## src/rtl/fwd_hazard_unit.sv

```systemverilog
// Forwarding and hazard unit between ID/EX and EX/MEM: tracks the destinations of the
// last DEPTH instructions that left EX, picks bypass sources and raises load-use stalls.
module fwd_hazard_unit #(
  parameter int REG_AW = 5,
  parameter int DEPTH  = 2,
  parameter int LAT_W  = 2,
  parameter int CNT_W  = 16,
  parameter int FW     = $clog2(DEPTH + 1)
) (
  input  logic              clk_i,
  input  logic              rst_i,
  input  logic              freeze_i,
  input  logic              flush_i,
  input  logic              ex_valid_i,
  input  logic [REG_AW-1:0] ex_rs1_i,
  input  logic [REG_AW-1:0] ex_rs2_i,
  input  logic              ex_use1_i,
  input  logic              ex_use2_i,
  input  logic [REG_AW-1:0] ex_rd_i,
  input  logic              ex_regwrite_i,
  input  logic [LAT_W-1:0]  ex_lat_i,
  output logic [FW-1:0]     fwd_a_o,
  output logic [FW-1:0]     fwd_b_o,
  output logic              stall_o,
  output logic [CNT_W-1:0]  stall_cnt_o
);

  typedef struct packed {
    logic              valid;
    logic [REG_AW-1:0] rd;
    logic              wr;
    logic [LAT_W-1:0]  lat;
  } entry_t;

  typedef struct packed {
    logic          hit;
    logic          ready;
    logic [FW-1:0] sel;
  } lookup_t;

  entry_t [DEPTH-1:0] sb_q;
  logic [CNT_W-1:0]   cnt_q;
  entry_t             new_entry;
  lookup_t            lk_a;
  lookup_t            lk_b;
  logic               haz_a;
  logic               haz_b;

  // Entries are visited oldest first so the youngest match is the one left standing;
  // an older ready producer therefore never hides a younger one still in flight.
  function automatic lookup_t lookup(input entry_t [DEPTH-1:0] sb,
                                     input logic [REG_AW-1:0] src);
    lookup_t r;
    r = '0;
    for (int j = DEPTH - 1; j >= 0; j--) begin
      if (sb[j].valid && sb[j].wr && (sb[j].rd == src) && (src != '0)) begin
        r.hit   = 1'b1;
        r.ready = (j >= int'(sb[j].lat));
        r.sel   = r.ready ? FW'(DEPTH - j) : '0;
      end
    end
    return r;
  endfunction

  // NOTE: every signal written in always_comb gets a value on every path, so no latch is inferred.
  always_comb begin
    lk_a    = lookup(sb_q, ex_rs1_i);
    lk_b    = lookup(sb_q, ex_rs2_i);
    haz_a   = ex_use1_i & lk_a.hit & ~lk_a.ready;
    haz_b   = ex_use2_i & lk_b.hit & ~lk_b.ready;
    fwd_a_o = ex_use1_i ? lk_a.sel : '0;
    fwd_b_o = ex_use2_i ? lk_b.sel : '0;
    stall_o = ex_valid_i & ~flush_i & (haz_a | haz_b);
  end

  // A stalled or flushed instruction enters the scoreboard as a bubble.
  always_comb begin
    new_entry       = '0;
    new_entry.valid = ex_valid_i & ~flush_i & ~stall_o;
    new_entry.rd    = ex_rd_i;
    new_entry.wr    = ex_regwrite_i;
    new_entry.lat   = ex_lat_i;
  end

  // NOTE: non-blocking assignments make the shift read the pre-edge scoreboard.
  always_ff @(posedge clk_i or posedge rst_i) begin
    if (rst_i) begin
      sb_q  <= '0;
      cnt_q <= '0;
    end else if (!freeze_i) begin
      sb_q <= {sb_q[DEPTH-2:0], new_entry};
      if (stall_o && (cnt_q != '1)) begin
        cnt_q <= cnt_q + CNT_W'(1);
      end
    end
  end

  assign stall_cnt_o = cnt_q;

endmodule

```

## config.mk

```make
export PLATFORM = sky130hd
export DESIGN_NAME = fwd_hazard_unit
export DESIGN_NICKNAME = d
export VERILOG_FILES = /design/src/rtl/fwd_hazard_unit.sv
export SDC_FILE = /design/constraint.sdc
export NUM_CORES = 1
export LEC_CHECK = 0
export CORE_MARGIN = 2
export CORE_UTILIZATION = 44
export DETAILED_ROUTE_END_ITERATION = 8
export GPL_ROUTABILITY_DRIVEN = 0
export GPL_TIMING_DRIVEN = 0
export MAX_ROUTING_LAYER = met4
export PLACE_DENSITY = 0.83
export SKIP_LAST_GASP = 1
export SYNTH_ARGS = -nofsm -noshare
export SYNTH_HDL_FRONTEND = slang
export SYNTH_SLANG_ARGS = --single-unit
```

## constraint.sdc

```tcl
create_clock -name clk_i -period 2.2 [get_ports clk_i]
set_input_delay 0.33 -clock clk_i [delete_from_list [all_inputs] [get_ports clk_i]]
set_output_delay 0.33 -clock clk_i [all_outputs]
set_load 0.03 [all_outputs]
```

=== Word-level counts from Yosys, hierarchy flattened ===
Index checks and enable logic that the tools add are counted.

* $add $sub $neg: 1
* $mul: 0
* Div/mod/pow operators: 0
* Magnitude comparators: 2
* Equal/unequal tests: 5
* Shift operators: 0
* Multiplexer cells: 8
* Bitwise gates (word level): 13
* Reductions and logical operators: 14

{| class="wikitable"
|+ Operators by type and width
! operator !! count
|-
| 5-bit equality test || 4
|-
| 16-bit by 1-bit adder with 16-bit output (second input constant) || 1
|-
| 4-bit two-way mux || 4
|-
| 16-bit != test (second input constant) || 1
|-
| 1-bit logical AND || 11
|-
| 5-bit nonzero test || 2
|-
| 1-bit bitwise AND || 7
|-
| 2-bit two-way mux || 3
|-
| 1-bit inverter || 5
|-
| 1-bit by 2-bit greater-or-equal comparator with 1-bit output (first input constant) || 2
|-
| 2-bit AND reduction || 1
|-
| 1-bit two-way mux || 1
|-
| 1-bit bitwise OR || 1
|}

* Register bits after elaboration: 34
* Latch bits: 0
* Memory bits (writable): 0
* Bits in read-only memories: 0
* Input port bits: 25
* Output and inout bits: 21
* Logic and storage cells: 52
* Memories kept: 0

=== Depth between registers and ports, before layout ===
Gate-level depths: netlist of run 1.

* Word-level depth: 11
* Gate-level depth with buffers: 8
* Mapped depth without buffers: 7

=== Worst setup path after synthesis of run 1 ===
Ideal clock, no wire load.

* Kind: in2out
* Start: input port ex_rs2_i[1]
* End: output port fwd_b_o[0]
* Arrival time: 2.039 ns
* Data required time: 1.870 ns
* Slack: -0.169 ns
* Stages on the path: 4
* Path buffers: 0
* Path through: or4_4 > nor2_1 > nor3_1 > nor4bb_1

* Cells in the longest elaborated chain, start to end: 6
* Elaborated cells between the ends (all ways): 10
* Those cells by class: eq/ne: 2; mux: 3; reduce/logical: 5

{| class="wikitable"
|+ RTL lines
! what !! line !! RTL
|-
| start, declared || 16 || <nowiki>input logic [REG_AW-1:0] ex_rs2_i,</nowiki>
|-
| 5-bit equality test || 56 || <nowiki>if (sb[j].valid && sb[j].wr && (sb[j].rd == src) && (src != '0)) begin</nowiki>
|-
| 1-bit logical AND (2 in series) || 56 ||
|-
| 4-bit two-way mux || 56 ||
|-
| 4-bit two-way mux (*) || 56 ||
|-
| 2-bit two-way mux (*) || 72 || <nowiki>fwd_b_o = ex_use2_i ? lk_b.sel : '0;</nowiki>
|-
| end, declared || 23 || <nowiki>output logic [FW-1:0] fwd_b_o,</nowiki>
|}

Every way passes the cells marked *; elsewhere a longest branch is shown, timed or not.

=== Worst setup path after layout of run 1 ===
* Start: input port ex_rs1_i[4]
* End: output port stall_o

* Cells in the longest elaborated chain, start to end: 9
* Elaborated cells between the ends (all ways): 14
* Those cells by class: eq/ne: 2; mux: 2; bitwise: 5; reduce/logical: 5

{| class="wikitable"
|+ RTL lines
! what !! line !! RTL
|-
| start, declared || 15 || <nowiki>input logic [REG_AW-1:0] ex_rs1_i,</nowiki>
|-
| 5-bit equality test || 56 ||
|-
| 1-bit logical AND (2 in series) || 56 ||
|-
| 4-bit two-way mux || 56 ||
|-
| 4-bit two-way mux (*) || 56 ||
|-
| 1-bit bitwise AND or 1-bit inverter (tied branches) || 69 || <nowiki>haz_a = ex_use1_i & lk_a.hit & ~lk_a.ready;</nowiki>
|-
| 1-bit bitwise AND (*) || 69 ||
|-
| 1-bit bitwise OR (*) || 73 || <nowiki>stall_o = ex_valid_i & ~flush_i & (haz_a | haz_b);</nowiki>
|-
| 1-bit bitwise AND (*) || 73 ||
|-
| end, declared || 24 || <nowiki>output logic stall_o,</nowiki>
|}

Marks and branches as above.

==> out/qor.txt, run 1 <==
status: complete, but fails checks
failing checks: negative setup slack
initial antenna violation count: 0
Arrival @ worst endpoint: 2.13 ns
gr ovfl total: 0
area of the multi-input gates: 1241 µm²
fraction of layout cells with a size suffix above 1: 41.70%
cell taking the most area after synthesis: dfrtp_1
Hold WS: 0.3612 ns
Mapped Nets: 189
first-pass GRT wire length: 7527 µm
Max FO, Critical Path: 3
fin. max-slew vios: 0
crit path launch: ex_rs1_i[4]
chip width: 69.12 µm
Diodes inserted: 0
DR WL/cell: 18.98 µm
final worst-path cycle share: 112.0%
Reg2Reg Launch Point: sb_q[6]
CP endpoint kind: primary output
nets: 260
total die area: 4777 µm²
routed via count: 1,637
Main synth FF type: dfrtp_1
setup slack at placement: -1.209 ns
Setup CP Type: input pin to primary output
Final Critical Period: 2.463 ns
CTS Buffer Depth: 2
synth cell count leaders: 33 x dfrtp_1, 17 x xor2_1, 15 x mux2_2, 13 x nand2_1, 13 x xnor2_1
Crit path required time: 1.87 ns
clk root buf: clkbuf_8
fillcell total: 270
Area growth syn-to-layout: 57.01%
vias in the first global route: 1,565
Synth Instances: 163
top post-synthesis cells by area: dfrtp_1 44%, mux2_2 9.1%, xor2_1 8.0%
H-Tree Depth: 2
TritonCTS clock tree: built
Mapped Area: 1866 µm²
DRC: 0
largest net degree at the start of global routing: 34
vias per std cell: 5.744
Post-DRT Antenna Nets: 0
io pins: 46
Post-synth EDFFs: 0
setup total negative slack: -1.923 ns
Yosys warning count: 0
ys async rst share: 100.0%
critical path launch point type: input pin
Synth top area share: 44.27%
cts hold-fix bufs: 0
peak supply drop: 0.0003665 V
DRT iter0 DRCs: 71
Slew HR: 55.63%
endpoints failing hold: 0
RSZ-0062 raised after global routing: yes
final setup fails: 18
fmax: 0.4060 GHz
Clock Latency Late Sink: 0.28 ns
sequential share of the synthesized area: 44.27%
initial core utilization: 46.30%
hpwl dp: 2957 µm
max_cap viols: 0
# port buffers: 45
top-count cell post-synth: dfrtp_1
area taken by flip-flops and latches: 829.5 µm²
Rows: 23
leakage power total: 1.249 nW
Total Wirelength: 5408 µm
worst slew pin tran: 0.6615 ns
Avg Inst Size Synth: 11.45 µm²
clock-pin slew on the worst setup and hold paths: 0.07 ns
gr usage total: 19.99%
Num CTS Buffers: 5
Clock Skew: 0.004923 ns
chip height: 69.12 µm
Power Dens Cells: 520.4 nW/µm²
Worst Hold Class: input pin to asynchronous set/reset pin
Pre-Repair DR Iteration Count: 4
clock sink count: 33
Distinct cells, synth: 40
core box area: 4029 µm²
final setup margin: -0.2632 ns
Synth Register Bits: 33
logic make-up (layout without fill, tap and decap cells):
| group | Yosys count | in the layout | synth area share (%) |
|---|---|---|---|
| xor+xnor | 30 | 30 | 14.08 |
| compound gates | 13 | 13 | 7.109 |
| simple gates | 60 | 60 | 20.52 |
| flops | 33 | 33 | 44.27 |
| fa+ha+maj | 1 | 1 | 0.6706 |
| buf+inv | 8 | 80 | 2.079 |
| mux | 18 | 18 | 11.27 |
cells in the final DEF, fill, tap and decap left out, drive strengths merged:
cell type,n
nand4,4
o211ai,1
a32oi,1
o21ai,1
xor2,17
buf,25
or3,1
nand3,5
and3,3
nor3,8
a21o,2
inv,3
a211o,3
clkbuf,14
xnor2,13
nand2b,1
and4,1
nor3b,1
o2111ai,3
a22o,1
mux2,18
ha,1
clkdlybuf4s15,3
bufinv,1
clkinv,1
nor4b,1
or2,1
a21boi,1
and4bb,1
dfrtp,33
nor4,6
dlygate4sd2,3
nor4bb,1
or4,2
clkdlybuf4s50,30
nor2,11
nand2,13
power by group:
part | internal [W] | switching [W] | leakage (nW)
clock network | 0.000369 | 0.000219 | 0.0585
registers | 0.000646 | 0.0000464 | 0.421
logic | 0.000129 | 0.000114 | 0.770
what timing repair did:
action	in CTS	in global routing
resized for setup	61	41
cloned	0	1
pin swaps	15	24
setup buffers	9	8
endpoints found under the setup margin	22	22
registers in the layout, indices dropped and copies added, names as in the netlist:
name,flops
stall_cnt_o,16
sb_q,17
stage by stage:
step / cell area [µm²] / std cells / power (W) / util, %
6_report: 2929 / 285 / 0.001524 / 72.70
5_1_grt: 2929 / 285 / 0.001585 / 72.70
4_1_cts: 2638 / 275 / 0.001492 / 65.47
3_5_place_dp: 2396 / 258 / 0.0009024 / 59.47
3_3_place_gp: 2396 / 258 / 0.0008966 / 59.47
2_1_floorplan: 1883 / 163 / 0.0008151 / -
path summary, 6_finish.rpt:
kind | to | slack, ns | cells after the start
max | stall_o | -0.26 | 9
min | sb_q[11] | 0.36 | 2
max reg2reg | stall_cnt_o[1] | -0.23 | 10
min reg2reg | stall_cnt_o[7] | 0.48 | 1
max in group asynchronous | stall_cnt_o[6] | 1.37 | 3
min in group clk_i | stall_cnt_o[7] | 0.48 | 1
critical path, stage by stage:
cell and delay, ns:
clkdlybuf4s15_2 0.22, or4_4 0.57, nor2_4 0.17, nor3_2 0.08, a21o_1 0.18, a32oi_4 0.27, buf_6 0.14, nor2_2 0.04
buf_6 0.13
final cells by class:
type | instances | share of cell area (%)
multi-input cells | 122 | 42.38
flip-flops and latches | 33 | 28.32
repair buffers | 64 | 21.79
clock buffers | 7 | 2.947
well taps | 50 | 2.136
clock inverters | 1 | 1.025
plain buffers | 4 | 0.8971
inverters | 4 | 0.5126
per-layer routing:
layer / routed length [µm] / share of wire, % / GRT usage [%]
met5: 0 / 0 / -
met1: 2213 / 41 / 23.71
met4: 148 / 2.7 / 8.715
met3: 210 / 3.9 / 3.363
met2: 2835 / 52 / 33.44
(Power assumes the default switching activity.)
==> run 2, diff against run 1 <==
--- a/config.mk
+++ b/config.mk
@@ -5,7 +5,7 @@
 export SDC_FILE = /design/constraint.sdc
 export NUM_CORES = 1
 export LEC_CHECK = 0
-export CORE_MARGIN = 2
+export CORE_MARGIN = 8
 export CORE_UTILIZATION = 44
 export DETAILED_ROUTE_END_ITERATION = 8
 export GPL_ROUTABILITY_DRIVEN = 0
==> run 2 against run 1 <==
Compared with the run above: highest routed layer unchanged; the flow still finishes with violations (negative setup slack); count of clock-buffer cells in the layout decreased by 1; clock power is 27% lower; first-iteration DRC count is the same; die area up 38%; clock skew grew 0.0076 ns.
==> out/qor.txt, run 2 (same netlist as run 1, synthesis figures left out) <==
largest net degree at the start of global routing: 34
Power Dens Cells: 481.2 nW/µm²
Hold WS: 0.2585 ns
max_cap viols: 0
combinational power share: 16.9%
DRT iter0 DRCs: 71
DR WL/cell: 18.33 µm
Num CTS Buffers: 5
grt met2 use: 24.38%
Worst path max stage delay: 0.42 ns
initial antenna violation count: 0
most frequent CP cell: buf_6
GR Util met3: 4.415%
Clk network pwr share: 31.9%
Max FO, Critical Path: 3
fin. max-slew vios: 0
final setup margin: -0.2592 ns
H-Tree Depth: 2
critical path launch point type: flop
first-pass GRT wire length: 7755 µm
failing checks: negative setup slack
fmax: 0.4066 GHz
chip width: 81.12 µm
vias in the first global route: 1,626
Arrival @ worst endpoint: 2.13 ns
Pint: 0.0009846 W
gr ovfl total: 0
final setup fails: 16
CP delay by family, top: compound AO/OA/AOI/OAI gates
Pre-Repair DR Iteration Count: 4
endpoints failing hold: 0
Diodes inserted: 0
WP buf/inv: 2
fraction of layout cells with a size suffix above 1: 38.46%
GRT met1 Usage: 18.20%
Flop pwr share: 51.2%
Rows: 23
hpwl dp: 3230 µm
total die area: 6580 µm²
initial core utilization: 46.30%
switch share: 26.89%
Largest register FFs: 17
clk root buf: clkbuf_8
placed cells: 258
Slew HR: 62.85%
Final Critical Period: 2.459 ns
routed via count: 1,569
Area growth syn-to-layout: 50.03%
vias per std cell: 5.525
most frequent cells in the layout: 30 x clkdlybuf4s50_1, 30 x dfrtp_1, 19 x buf_4, 17 x xor2_1, 15 x mux2_2
Setup CP Type: flop to primary output
DRC: 0
core box area: 4029 µm²
nets: 260
cts hold-fix bufs: 0
io pins: 46
clock sink count: 33
status: complete, but fails checks
GR peak layer: met2
CTS Buffer Depth: 2
gr usage total: 15.48%
chip height: 81.12 µm
Clock Latency Late Sink: 0.29 ns
Crit path required time: 1.87 ns
leakage power total: 1.206 nW
fin cells: 284
Worst Hold Class: input pin to asynchronous set/reset pin
crit path max-delay cell type: dfrtp_1
Post-DRT Antenna Nets: 0
peak supply drop: 0.0003095 V
Total Wirelength: 5205 µm
worst slew pin tran: 0.5572 ns
Largest Register: sb_q
CP endpoint kind: primary output
TritonCTS clock tree: built
Clock Skew: 0.01253 ns
Sw Pwr: 0.0003621 W
final worst-path cycle share: 111.8%
RSZ-0062 raised after global routing: yes
# port buffers: 45
setup total negative slack: -1.336 ns
CP Cell Sequence: xor2_1 -> a211o_1 -> nor3_4 -> nand2_2 -> a32oi_4 -> buf_6 -> nor2_2 -> buf_6
clock-pin slew on the worst setup and hold paths: 0.06 ns
run 2: cell types whose count changed in the layout (fill, tap and decap cells not counted), sizes merged:
cell	delta
dlygate4sd2	+1
bufinv	-1
buf	+2
clkdlybuf4s15	+1
clkbuf	-5
clkinv	+1
run 2: worst paths after layout:
check | start | endpoint | slack [ns] | depth (start not counted)
hold reg to reg | sb_q[0] | sb_q[0] | 0.51 | 1
setup reg to reg | sb_q[4] | stall_cnt_o[15] | -0.24 | 9
min in group clk_i | sb_q[0] | sb_q[0] | 0.51 | 1
hold / removal | rst_i | sb_q[3] | 0.26 | 2
setup / recovery | sb_q[4] | stall_o | -0.26 | 8
max in group asynchronous | rst_i | stall_cnt_o[0] | 1.54 | 3
run 2: worst register-to-register path: stages (launching register included):
cell     delay, ns
dfrtp_1       0.42
xor2_1        0.18
a211o_1       0.27
nor3_4        0.27
a21o_1        0.15
a32oi_4       0.13
buf_4         0.16
buf_8         0.15
nor4_4        0.26
mux2_4        0.33
run 2: area by class of cell:
cell class,instances,area [µm²]
inverters,4,15.01
repair buffers,64,603.1
flip-flops and latches,33,829.5
plain buffers,4,26.28
fillers,284,1230
well taps,50,62.56
clock buffers,6,72.57
multi-input cells,122,1185
clock inverters,1,5.005
run 2: metrics by stage:
step | setup WS [ns] | utilization [%] | total power [W] | cell area, µm²
after global routing | -0.3714 | 69.47 | 0.001404 | 2799
after floorplan | 0.002865 | - | 0.0008151 | 1883
after CTS | -0.2205 | 63.76 | 0.001340 | 2569
after global placement | -1.198 | 59.47 | 0.0008970 | 2396
final | -0.2592 | 69.47 | 0.001347 | 2799
after detailed placement | -1.216 | 59.47 | 0.0009050 | 2396
run 2: repair_timing:
| item | CTS | global route |
|---|---|---|
| pin swaps | 9 | 17 |
| gates resized for setup | 58 | 33 |
| endpoints found under the setup margin | 22 | 20 |
| buffers inserted | 8 | 10 |
| endpoints found under the hold margin | 0 | 0 |
run 2: metal layers:
metal	vias up	wire length (µm)
met5	-	0
met2	59	2697
met1	768	2065
met4	0	140
li1	726	-
met3	16	301
run 2: power groups by stage:
stage	logic [W]	clock network [W]	registers [W]
2_1_floorplan	0.000124	0	0.000691
3_3_place_gp	0.000201	0	0.000696
3_5_place_dp	0.000206	0	0.000699
4_1_cts	0.000211	0.000441	0.000688
5_1_grt	0.000247	0.000462	0.000695
6_report	0.000227	0.000430	0.000689
==> run 3, diff against run 2 <==
--- a/config.mk
+++ b/config.mk
@@ -11,7 +11,7 @@
 export GPL_ROUTABILITY_DRIVEN = 0
 export GPL_TIMING_DRIVEN = 0
 export MAX_ROUTING_LAYER = met4
-export PLACE_DENSITY = 0.83
+export PLACE_DENSITY = 0.77
 export SKIP_LAST_GASP = 1
 export SYNTH_ARGS = -nofsm -noshare
 export SYNTH_HDL_FRONTEND = slang
==> run 3 against run 2 <==
Compared with the run above: the run still ends with negative setup slack left; via count is 2.6% lower; sequential share of layout area increased by 0.22 points; critical path depth unchanged; clock skew fell by 0.0066 ns; sequential cell count unchanged; setup slack improved by 0.093 ns; register-to-register slack better by 0.17 ns; sequential power barely moved; largest power group unchanged.
==> out/qor.txt, run 3 (same netlist as run 1, synthesis figures left out) <==
CP endpoint kind: primary output
Slew HR: 62.58%
Arrival @ worst endpoint: 2.04 ns
chip height: 81.12 µm
DR WL/cell: 17.39 µm
setup slack at placement: -1.214 ns
Total Wirelength: 4886 µm
final setup fails: 3
routed via count: 1,528
final setup margin: -0.1662 ns
core box area: 4029 µm²
clock-pin slew on the worst setup and hold paths: 0.06 ns
Worst Hold Class: input pin to asynchronous set/reset pin
Crit path required time: 1.87 ns
Post-DRT Antenna Nets: 0
Largest Register: sb_q
most frequent CP cell: buf_6
critical path launch point type: flop
initial antenna violation count: 0
RSZ-0062 raised after global routing: yes
most common cell after layout, fill and taps aside: clkdlybuf4s50_1
vias per std cell: 5.438
# port buffers: 45
Final Critical Period: 2.366 ns
fraction of layout cells with a size suffix above 1: 41.13%
peak supply drop: 0.0003232 V
crit path max-delay cell type: dfrtp_1
Pre-Repair DR Iteration Count: 4
clock sink count: 33
Clock Latency Late Sink: 0.28 ns
final worst-path cycle share: 107.6%
status: complete, but fails checks
vias in the first global route: 1,520
Rows: 23
largest net degree at the start of global routing: 34
max_cap viols: 0
CTS Buffer Depth: 2
fmax: 0.4226 GHz
most frequent cells in the layout: 30 x clkdlybuf4s50_1, 29 x dfrtp_1, 17 x xor2_1, 15 x mux2_2, 14 x buf_4
endpoints failing hold: 0
Setup CP Type: flop to primary output
hpwl dp: 3181 µm
clk root buf: clkbuf_8
chip width: 81.12 µm
Max FO, Critical Path: 4
CP Cell Sequence: xnor2_1 -> o2111ai_2 -> nor3_4 -> a21boi_2 -> a32oi_4 -> buf_6 -> nor2_4 -> buf_6
total die area: 6580 µm²
Clock Skew: 0.005945 ns
Power Dens Cells: 492.9 nW/µm²
first-pass GRT wire length: 7210 µm
DRT iter0 DRCs: 44
gr ovfl total: 0
worst slew pin tran: 0.5613 ns
post-layout util: 69.07%
DRC: 0
Area growth syn-to-layout: 49.16%
Num CTS Buffers: 5
Hold WS: 0.3380 ns
fin cells: 281
initial core utilization: 46.30%
io pins: 46
placed cells: 258
gr usage total: 14.17%
H-Tree Depth: 2
failing checks: negative setup slack
total power draw: 0.001372 W
nets: 256
TritonCTS clock tree: built
Diodes inserted: 0
Largest register FFs: 17
Worst path max stage delay: 0.44 ns
fin. max-slew vios: 0
leakage power total: 1.178 nW
==> run 3: changes by cell type in the layout (fill, tap and decap cells not counted), sizes merged <==
cell           previous run  this run
buf                      27        25
nor2                     11        12
inv                       3         4
clkdlybuf4s15             4         1
dlygate4sd2               4         3
clkbuf                    9        10
==> run 3: power by group <==
group	leakage [nW]	total (W)	internal [W]	switching [W]
combinational	0.713	0.000252	0.000139	0.000112
sequential	0.420	0.000691	0.000646	0.0000451
clock	0.0450	0.000429	0.000219	0.000210
==> run 3: timing repair <==
item / 4_1_cts / 5_1_grt
setup endpoints to repair: 22 / 15
gates cloned: 1 / 0
hold buffers: 0 / 0
pin swaps: 13 / 18
resized for setup: 61 / 36
setup buffers: 7 / 7
==> run 3: worst max-delay path, delay by kind of cell (launching register included) <==
kind	cells	cell delay [ns]
compound gates	3	0.49
flops	1	0.44
simple gates	2	0.32
buf+inv	2	0.27
xor+xnor	1	0.23
==> run 3: metrics by stage <==
step | setup TNS (ns) | instance area [µm²]
after global routing | -1.118 | 2783
after detailed placement | -13.53 | 2396
after floorplan | 0 | 1883
final | -0.3016 | 2783
after CTS | -0.2170 | 2575
after global placement | -13.71 | 2396
==> run 3: worst paths after layout <==
kind	startpoint	slack, ns	end	depth (start not counted)
max	sb_q[6]	-0.17	stall_o	8
min	rst_i	0.34	stall_cnt_o[2]	2
max reg2reg	sb_q[6]	-0.07	stall_cnt_o[15]	8
min reg2reg	stall_cnt_o[7]	0.50	stall_cnt_o[7]	1
max in group asynchronous	rst_i	1.39	stall_cnt_o[7]	3
min in group clk_i	stall_cnt_o[7]	0.50	stall_cnt_o[7]	1
==> run 3: cell type report <==
class | instances | area [µm²]
plain buffers | 4 | 30.03
clock buffers | 6 | 72.57
clock inverters | 2 | 10.01
fillers | 299 | 1246
inverters | 4 | 15.01
multi-input cells | 123 | 1229
flip-flops and latches | 33 | 830.8
well taps | 50 | 62.56
repair buffers | 59 | 533.0
==> run 3: per-layer routing <==
layer	part of all wire, %	wire length, µm	track usage, %	up-vias
li1	-	-	-	720
met1	48	2333	17.88	764
met2	46	2261	21.81	39
met3	5.2	252	3.974	5
met4	0.78	38	3.750	0
met5	0	0	-	-
==> patch: new RTL, config.mk and constraints of run 1 <==
Put one more register stage on the output `stall_cnt_o`, cleared by the reset. The value now appears one clock later. The other outputs are not delayed to match.
--- a/src/rtl/fwd_hazard_unit.sv
+++ b/src/rtl/fwd_hazard_unit.sv
@@ -95,7 +95,13 @@
     end
   end
 
-  assign stall_cnt_o = cnt_q;
+  always_ff @(posedge clk_i or posedge rst_i) begin
+    if (rst_i) begin
+      stall_cnt_o <= '0;
+    end else begin
+      stall_cnt_o <= cnt_q;
+    end
+  end
 
 endmodule
 
Formal check against the unedited RTL: not equivalent (a bounded check fails within 4 cycles, from zero or initial values and one cycle with rst_i high).
==> patch against run 1 <==
The run still ends with setup timing left. Sequential cell count rose by 16. Final cell count increased by 7.4%. Synthesized area rose by 17%. Critical path depth unchanged. Setup slack worse by 0.14 ns. Power up 17%. Count of clock-buffer cells in the layout fell by 2. Global-route usage is 1.5 points lower. Cell area is 4.2% higher. Wire length down 14%. Largest power group unchanged.
==> patch: results (changes against run 1) <==
The share of post-route cells with drive strength above 1 was 31.0% (-11 points). For the post-route clock skew, the log shows 0.00909 ns (+0.00417 ns). For the routed via count, the log shows 1582 (-3.4%). The capturing point of the worst reg2reg path was cnt_q[15].

For the core footprint, the log shows 4750 µm² (+18%). The global routing met2 resource utilization is 29.1% (-4.3 points). The leakage power was 1.27 nW (+1.6%).

The final reports fail on setup timing. Ranked by total cell area, the synthesized netlist is headed by sky130_fd_sc_hd__dfrtp_1, sky130_fd_sc_hd__xnor2_1, sky130_fd_sc_hd__mux2_2. The slew at the pin closest to its max-slew limit was 0.559 ns (-0.103 ns).

Highest cell delay on the worst timing path: 0.44 ns (-0.13 ns). The multi-input gate share of the layout cell area was 35.8% (-6.6 points); the non-clock buffering overhead in the final layout was 17.8% (-4.9 points). The run gives 3.52% (+0.16 points) as the met3 capacity usage during global routing.

The run gives 264 (+1.5%) as the net count reported at finish. The total instance count after detailed placement was 289 (+12%); the area share of fa/ha/maj cells after synthesis was 0.574% (-0.096 points). The run gives 26 (-24%) as the pin count of the biggest net entering global routing.

The number of buffers inserted to repair setup after CTS came out at 6 (-3). The synthesized-area fraction occupied by xor and xnor cells came out at 12.9% (-1.2 points). The logs give 1230 µm² (+48%) for the sequential cell area and -0.404 ns (-0.140 ns) for the setup slack after layout. The arrival time at the worst endpoint is 2.27 ns (+0.14 ns), and the post-route non-filler standard cell count is 306 (+7.4%). The run gives 348 µV (-5.0%) as the worst supply voltage drop on vdd. The run gives 121 (-0.82%) as the multi-input combinational cell count.

After synthesis, the most frequently instantiated cells are sky130_fd_sc_hd__dfrtp_1, sky130_fd_sc_hd__xnor2_1, sky130_fd_sc_hd__mux2_2. The run finished, with violations left. Met1 global-route usage: 23.7% (about the same).

The tools report the internal power contribution as 1.31 mW (+15%). Final setup violation count: 19 (+1). The post-synthesis register bit count was 49 (+48%).

The critical path starts at ex_rs2_i[3]. The logs give 3090 µm (+4.7%) for the HPWL reported at the end of detailed placement and 176 (+8.0%) for the number of cells produced by synthesis. The synthesized-area fraction occupied by ao, oa, aoi and oai cells came out at 3.79% (-3.3 points). The tools report the instance area at placement as 2760 µm² (+15%).
## patch: changes by cell type after synthesis, sizes merged, moves of 3 or more
cell            run 1  this run
xnor2              13        29
nand3               5        11
a21oi               0         3
nor3                8         1
nand4               4        10
dfrtp              33        49
nand2              13         9
o2111ai             3         0
xor2               17         3
a211o               3         0
## patch: layer usage
layer  routed length (µm)  part of all wire [%]  up-vias
li1                     -                     -      745
met1                 1980                    42      780
met2                 2400                    51       44
met3                  180                   3.8       13
met4                  120                   2.6        0
met5                    0                     0        -
## patch: power groups by stage
stage	Combinational [mW]	Sequential, mW	Clock (mW)
finish	0.267	0.992	0.525
CTS	0.239	0.987	0.540
floorplan	0.132	0.993	0
global placement	0.204	1.00	0
detailed placement	0.217	1.00	0
global route	0.288	0.999	0.571
## patch: critical path, delay by kind of cell
family,cells,cell delay (ns)
AND/OR/NAND/NOR,3,0.70
buffers and inverters,2,0.57
multiplexers,1,0.33
XOR/XNOR,1,0.18
AO/OA/AOI/OAI,2,0.15
